<file path="src/rtl/mips_pkg.sv">
// rtl/mips_pkg.sv - shared MIPS datapath constants and register index type
package mips_pkg;

    localparam int DATA_W    = 32;
    localparam int REG_COUNT = 32;
    localparam int ADDR_W    = $clog2(REG_COUNT);

    typedef logic [ADDR_W-1:0] reg_idx_t;

endpackage

</file>
<file path="src/rtl/reg_file.sv">
// rtl/reg_file.sv - 2-read/1-write register file, r0 hardwired zero; REGFILE_BYPASS_EN adds write-to-read bypass
module reg_file
    import mips_pkg::*;
#(
    parameter int DATA_W    = mips_pkg::DATA_W,
    parameter int REG_COUNT = mips_pkg::REG_COUNT,
    parameter int ADDR_W    = mips_pkg::ADDR_W
) (
    input  logic              clk,
    input  logic              rst_n,
    input  logic [ADDR_W-1:0] A1,
    input  logic [ADDR_W-1:0] A2,
    input  logic [ADDR_W-1:0] A3,
    input  logic              WE3,
    input  logic [DATA_W-1:0] WD3,
    output logic [DATA_W-1:0] RD1,
    output logic [DATA_W-1:0] RD2
);

    // r0 has no storage; index 0 is decoded to zero on the read side
    logic [DATA_W-1:0] regs [1:REG_COUNT-1];

    logic              wr_en;
    logic [DATA_W-1:0] stored1;
    logic [DATA_W-1:0] stored2;

    assign wr_en = WE3 && (A3 != '0);

    always_ff @(posedge clk or negedge rst_n) begin
        if (!rst_n) begin
            for (int i = 1; i < REG_COUNT; i++) begin
                regs[i] <= '0;
            end
        end else if (wr_en) begin
            regs[A3] <= WD3;
        end
    end

    assign stored1 = (A1 == '0) ? '0 : regs[A1];
    assign stored2 = (A2 == '0) ? '0 : regs[A2];

`ifdef REGFILE_BYPASS_EN
    // Forward write data to a reader of the same index; wr_en already excludes r0
    logic byp1;
    logic byp2;

    assign byp1 = wr_en && rst_n && (A1 == A3);
    assign byp2 = wr_en && rst_n && (A2 == A3);

    assign RD1 = byp1 ? WD3 : stored1;
    assign RD2 = byp2 ? WD3 : stored2;
`else
    assign RD1 = stored1;
    assign RD2 = stored2;
`endif

endmodule

</file>
<file path="config.mk">
export PLATFORM = sky130hd
export DESIGN_NAME = reg_file
export DESIGN_NICKNAME = d
export VERILOG_FILES = /design/src/rtl/mips_pkg.sv /design/src/rtl/reg_file.sv
export SDC_FILE = /design/constraint.sdc
export NUM_CORES = 2
export LEC_CHECK = 0
export CELL_PAD_IN_SITES_DETAIL_PLACEMENT = 2
export CELL_PAD_IN_SITES_GLOBAL_PLACEMENT = 2
export CORE_MARGIN = 10
export CORE_UTILIZATION = 50
export CTS_CLUSTER_DIAMETER = 100
export DETAILED_ROUTE_END_ITERATION = 8
export GPL_TIMING_DRIVEN = 0
export PLACE_DENSITY = 0.95
export SLEW_MARGIN = 15
export SYNTH_ARGS = -nofsm -noshare
export SYNTH_HDL_FRONTEND = slang
export SYNTH_SLANG_ARGS = --single-unit
</file>
<file path="constraint.sdc">
create_clock -name clk -period 3.3 [get_ports clk]
set_clock_uncertainty 0.15 [all_clocks]
set_input_delay 0.495 -clock clk [delete_from_list [all_inputs] [get_ports clk]]
set_output_delay 0.495 -clock clk [all_outputs]
set_load 0.02 [all_outputs]
</file>
==> results of run 1 <==
## cell families after synthesis
kind of cell | Yosys count | share of synthesized area [%]
compound gates | 261 | 3.98
mux | 1723 | 43.3
buf+inv | 399 | 3.53
simple gates | 279 | 2.81
flops | 992 | 46.3
## synth_stat cells, types with 3 or more instances
| library cell | number | share of area [%] |
|---|---|---|
| buf_6 | 8 | 0.17 |
| o31a_1 | 33 | 0.54 |
| a22o_1 | 4 | 0.065 |
| nor2_1 | 27 | 0.19 |
| clkbuf_1 | 172 | 1.2 |
| o22ai_1 | 9 | 0.11 |
| a2111oi_0 | 9 | 0.15 |
| buf_2 | 166 | 1.6 |
| inv_1 | 5 | 0.035 |
| mux2_2 | 1037 | 22 |
| o22a_1 | 19 | 0.31 |
| a221o_1 | 22 | 0.41 |
| mux2_1 | 10 | 0.21 |
| nor3_1 | 38 | 0.35 |
| buf_4 | 33 | 0.46 |
| or3_1 | 6 | 0.070 |
| mux2_4 | 5 | 0.14 |
| buf_1 | 14 | 0.098 |
| nand2b_1 | 30 | 0.35 |
| a221oi_1 | 38 | 0.62 |
| a211oi_1 | 4 | 0.056 |
| and2b_1 | 3 | 0.042 |
| nand4b_1 | 4 | 0.065 |
| a22oi_1 | 95 | 1.3 |
| and3_1 | 34 | 0.40 |
| dfrtp_1 | 992 | 46 |
| nand3_1 | 37 | 0.35 |
| mux2i_1 | 300 | 5.6 |
| o211ai_1 | 19 | 0.27 |
| a2bb2oi_1 | 5 | 0.082 |
| nor2b_1 | 50 | 0.58 |
| a31oi_1 | 3 | 0.035 |
| mux4_2 | 371 | 16 |
| nand4_1 | 9 | 0.11 |
| nand2_1 | 36 | 0.25 |
## metrics by stage
step | setup WS, ns | instance area, µm² | hold WS [ns] | util, % | TNS [ns]
2_1_floorplan | 0.573 | 53600 | 0.0494 | - | 0
3_3_place_gp | -43.70 | 56400 | 0.335 | 52.8 | -
3_5_place_dp | -2.01 | 56600 | 0.286 | 53.1 | -181.83
4_1_cts | -0.233 | 62500 | 0.318 | 58.5 | -1.80
## per-layer routing
metal / GRT overflow / GRT usage [%]
met1: 5 / 79.9
met2: 60 / 90.1
met3: 7 / 76.0
met4: 83 / 78.7
met5: 0 / 52.0
## what timing repair did
action / CTS
buffers inserted: 19
resized for setup: 687
endpoints found under the hold margin: 84
hold buffers: 2
gates cloned: 1
setup endpoints to repair: 64
pin swaps: 6
==> metrics.csv, run 1 <==
metric,value,unit
outcome,aborted with a tool error,
stop_stage,global routing,
tool.error,[ERROR GRT-0232] Routing congestion too high. Check the congestion heatmap in the GUI.,
synth_edf_count,0,
dieHeight,347,µm
seq_area_frac_synth,46.3,%
synth.net_count,3704,
dp_hpwl,179,mm
crit_endpoint,RD1[16],
dp.cells,5170,
yosys_warnings,0,
ys_ff_latch,992,
cts_buffers,112,
die_w,347,µm
synthCells,3654,
cts_sinks,992,
initial_utilization,50.2,%
rows,120,
grtUsageTotal,81.0,%
cts-root-buf,clkbuf_16,
grt_max_degree,148,
worst_path_end_type,top-level output,
synth.avg_cell_area,14.7,µm²
overflow,155,
ys_types,40,
synthArstFlopShare,100,%
grt_antenna_before_repair,76,
syn-cell-area,53600,µm²
synth_flop_cell,dfrtp_1,
placement.io_buffers,105,
clk_path_buf_depth,3,
h-tree-depth,3,
ios,114,
gp_congestion,0.992,
==> run 2, diff against run 1 <==
==> config.mk (replaced) <==
export PLATFORM = sky130hd
export DESIGN_NAME = reg_file
export DESIGN_NICKNAME = d
export VERILOG_FILES = /design/src/rtl/mips_pkg.sv /design/src/rtl/reg_file.sv
export SDC_FILE = /design/constraint.sdc
export NUM_CORES = 2
export LEC_CHECK = 0
export CORE_MARGIN = 10
export CORE_UTILIZATION = 39
export DETAILED_ROUTE_END_ITERATION = 8
export GPL_TIMING_DRIVEN = 0
export PLACE_DENSITY_LB_ADDON = 0.15
export SLEW_MARGIN = 15
export SYNTH_ARGS = -nofsm -noshare
export SYNTH_HDL_FRONTEND = slang
export SYNTH_SLANG_ARGS = --single-unit
==> metrics.csv, run 2 <==
metric,value,unit
top_register,regs,
drv_cap,0,
syn-cell-area,53600,µm²
rows,135,
antenna_cells,0,
cp-end-kind,primary output,
reg2reg_to,regs[543]$_DFFE_PN0P_,
die_w,391,µm
slew_headroom,16.1,%
syn_to_final_growth,17.1,%
h-tree-depth,3,
synth.avg_cell_area,14.7,µm²
clk-insertion-delay-late,0.72,ns
holdPathStages,2,
placement.io_buffers,105,
p_int,27.1,mW
grtUsageTotal,28.4,%
worstRegToRegCells,1,
power.total,38.3,mW
start_kind,input pin,
synthArstFlopShare,100,%
outcome,"finished, violations left",
synthMuxAreaShare,43.3,%
top_regs,regs (992),
final_common_cell,mux2_2,
seq_area_frac_synth,46.3,%
power_frac_seq,42.7,%
dr_total_vias,37300,
gp_congestion,0.929,
nets,3960,
die-area,153000,µm²
initialDrtViolationCount,4326,
vias_per_cell,6.44,
ys_types,40,
synth_most_common_cell,mux2_2,
cts_sinks,992,
synth_top_area_share,46.3,%
overflow,0,
tightestPinTransition,1.25,ns
drv_slew,0,
hp-class,input pin to flop,
wl,221,mm
final_hold_viol_count,0,
synth_edf_count,0,
multi_input_area,27200,µm²
setup_ws,-0.0836,ns
synth_top_family_by_area,multiplexers,
r2r_start,regs[543]$_DFFE_PN0P_,
ys_top_cells_by_count,"mux2_2 (1037), dfrtp_1 (992), mux4_2 (371), mux2i_1 (300), clkbuf_1 (172)",
critPathMaxFanout,10,
cts_tree,built,
cts-root-buf,clkbuf_16,
largest_reg_flops,992,
max_freq,0.296,GHz
ios,114,
finalSetupViolCount,7,
cts_buffers,115,
dieHeight,391,µm
rsz0062_at_grt,yes,
seqCellArea,24800,µm²
synth-adder-area-share,0,%
grt_max_degree,148,
min_to,regs[5]$_DFFE_PN0P_,
hold_start,WD3[5],
required,2.65,ns
p_comb_share,22.3,%
dp_hpwl,150,mm
yosys_warnings,0,
synth.net_count,3704,
fillers,12200,
ir_drop,0.504,mV
switching_share,29.2,%
crit_arrival,2.74,ns
p_clk_share,34.9,%
min_period_over_period,103,%
rrSetupSlack,2.31,ns
grt_antenna_before_repair,11,
clk_path_buf_depth,3,
grt_pass1_vias,37300,
layout_common_cells,"mux2_2 (1037), dfrtp_1 (992), mux4_2 (371)",
worstSetupPathType,input pin to primary output,
synthTopCellsByArea,"dfrtp_1 (46%), mux2_2 (22%), mux4_2 (16%)",
first_pass_iters,6,
post-place-ws,-2.06,ns
synth_flop_cell,dfrtp_1,
ant_nets,0,
initial_utilization,39.4,%
cellPowerDensity,611,nW/µm²
timing.hold.ws,0.283,ns
grt_pass1_wl,304,mm
synthCells,3654,
clkTransAtPathRegs,0.06,ns
cellLeakagePower,27.4,nW
coreArea,136000,µm²
yosys.area.top_type,dfrtp_1,
ys_ff_latch,992,
post_drt_wl_per_cell,38.2,µm
synth-xor-area-share,0,%
switchingPower,11.2,mW
drive_above_1_share,50.2,%
drcViolationCount,0,
fin_crit,3.38,ns
synth-simple-area-share,2.81,%
synth_compound_area_share,3.98,%
violations,negative setup slack,
-- run 2: cell type report --
| type | instances | area share (%) |
|---|---|---|
| Inverter | 6 | 0.0379 |
| Sequential cell | 992 | 39.6 |
| Clock inverter | 23 | 0.467 |
| Buffer | 391 | 4.81 |
| Clock buffer | 191 | 5.80 |
| Multi-Input combinational cell | 2263 | 43.3 |
| Tap cell | 1781 | 3.55 |
| Timing Repair Buffer | 141 | 2.45 |
-- run 2: how the worst max path moves through the flow --
stage	from	endpoint	slack (ns)
after CTS	A2[0]	RD2[12]	-0.19
after global placement	rst_n	regs[207]$_DFFE_PN0P_	-46.12
after floorplan	A2[0]	RD2[3]	0.57
after detailed placement	A1[2]	RD1[10]	-2.06
after global routing	A1[4]	RD1[3]	-0.005
final	A2[2]	RD2[9]	-0.08
-- run 2: per-stage QoR --
step,utilization [%],area (µm²),setup TNS (ns),std cells
final,46.1,62700,-0.215,5788
after detailed placement,42.1,57200,-198.53,5551
after global placement,41.8,56900,-,5540
after floorplan,-,53600,0,3654
after CTS,45.9,62500,-0.954,5775
after global routing,46.1,62700,-0.0125,5788
-- run 2: cells by family after synthesis --
group / count (synthesis)
flip-flops: 992
buffers and inverters: 399
multiplexers: 1723
AND/OR/NAND/NOR: 279
AO/OA/AOI/OAI: 261
-- run 2: power groups by stage --
| stage | logic, mW | clock network, mW | registers [mW] |
|---|---|---|---|
| after floorplan | 5.88 | 0 | 15.8 |
| after global placement | 8.06 | 0 | 16.5 |
| after detailed placement | 8.30 | 0 | 16.5 |
| after CTS | 8.47 | 13.5 | 16.3 |
| after global routing | 9.04 | 14.0 | 16.6 |
| final | 8.57 | 13.4 | 16.4 |
-- run 2: what timing repair did --
item / 4_1_cts / 5_1_grt
hold buffers: 3 / 0
setup endpoints to repair: 64 / 207
pin swaps: 11 / 5
resized for setup: 515 / 80
setup buffers: 9 / 9
cloned: 0 / 4
hold endpoints to repair: 88 / 0
-- run 2: critical path: stages --
cell and delay [ns]:
buf_4 0.23, buf_8 0.25, buf_6 0.25, buf_8 0.32, mux2i_4 0.13, a22oi_2 0.29, o31a_1 0.32, dlygate4sd2_1 0.39
-- run 2: layer usage --
| layer | global-route usage, % | wire [µm] | share of wire [%] | up-vias |
|---|---|---|---|---|
| met5 | 0 | 41 | 0.019 | - |
| met4 | 13.0 | 11700 | 5.3 | 6 |
| met1 | 38.1 | 91600 | 41 | 20200 |
| met2 | 43.2 | 98700 | 45 | 1874 |
| li1 | - | - | - | 14600 |
| met3 | 6.91 | 19200 | 8.7 | 509 |
Note: power is estimated with default switching activity, not from simulation.
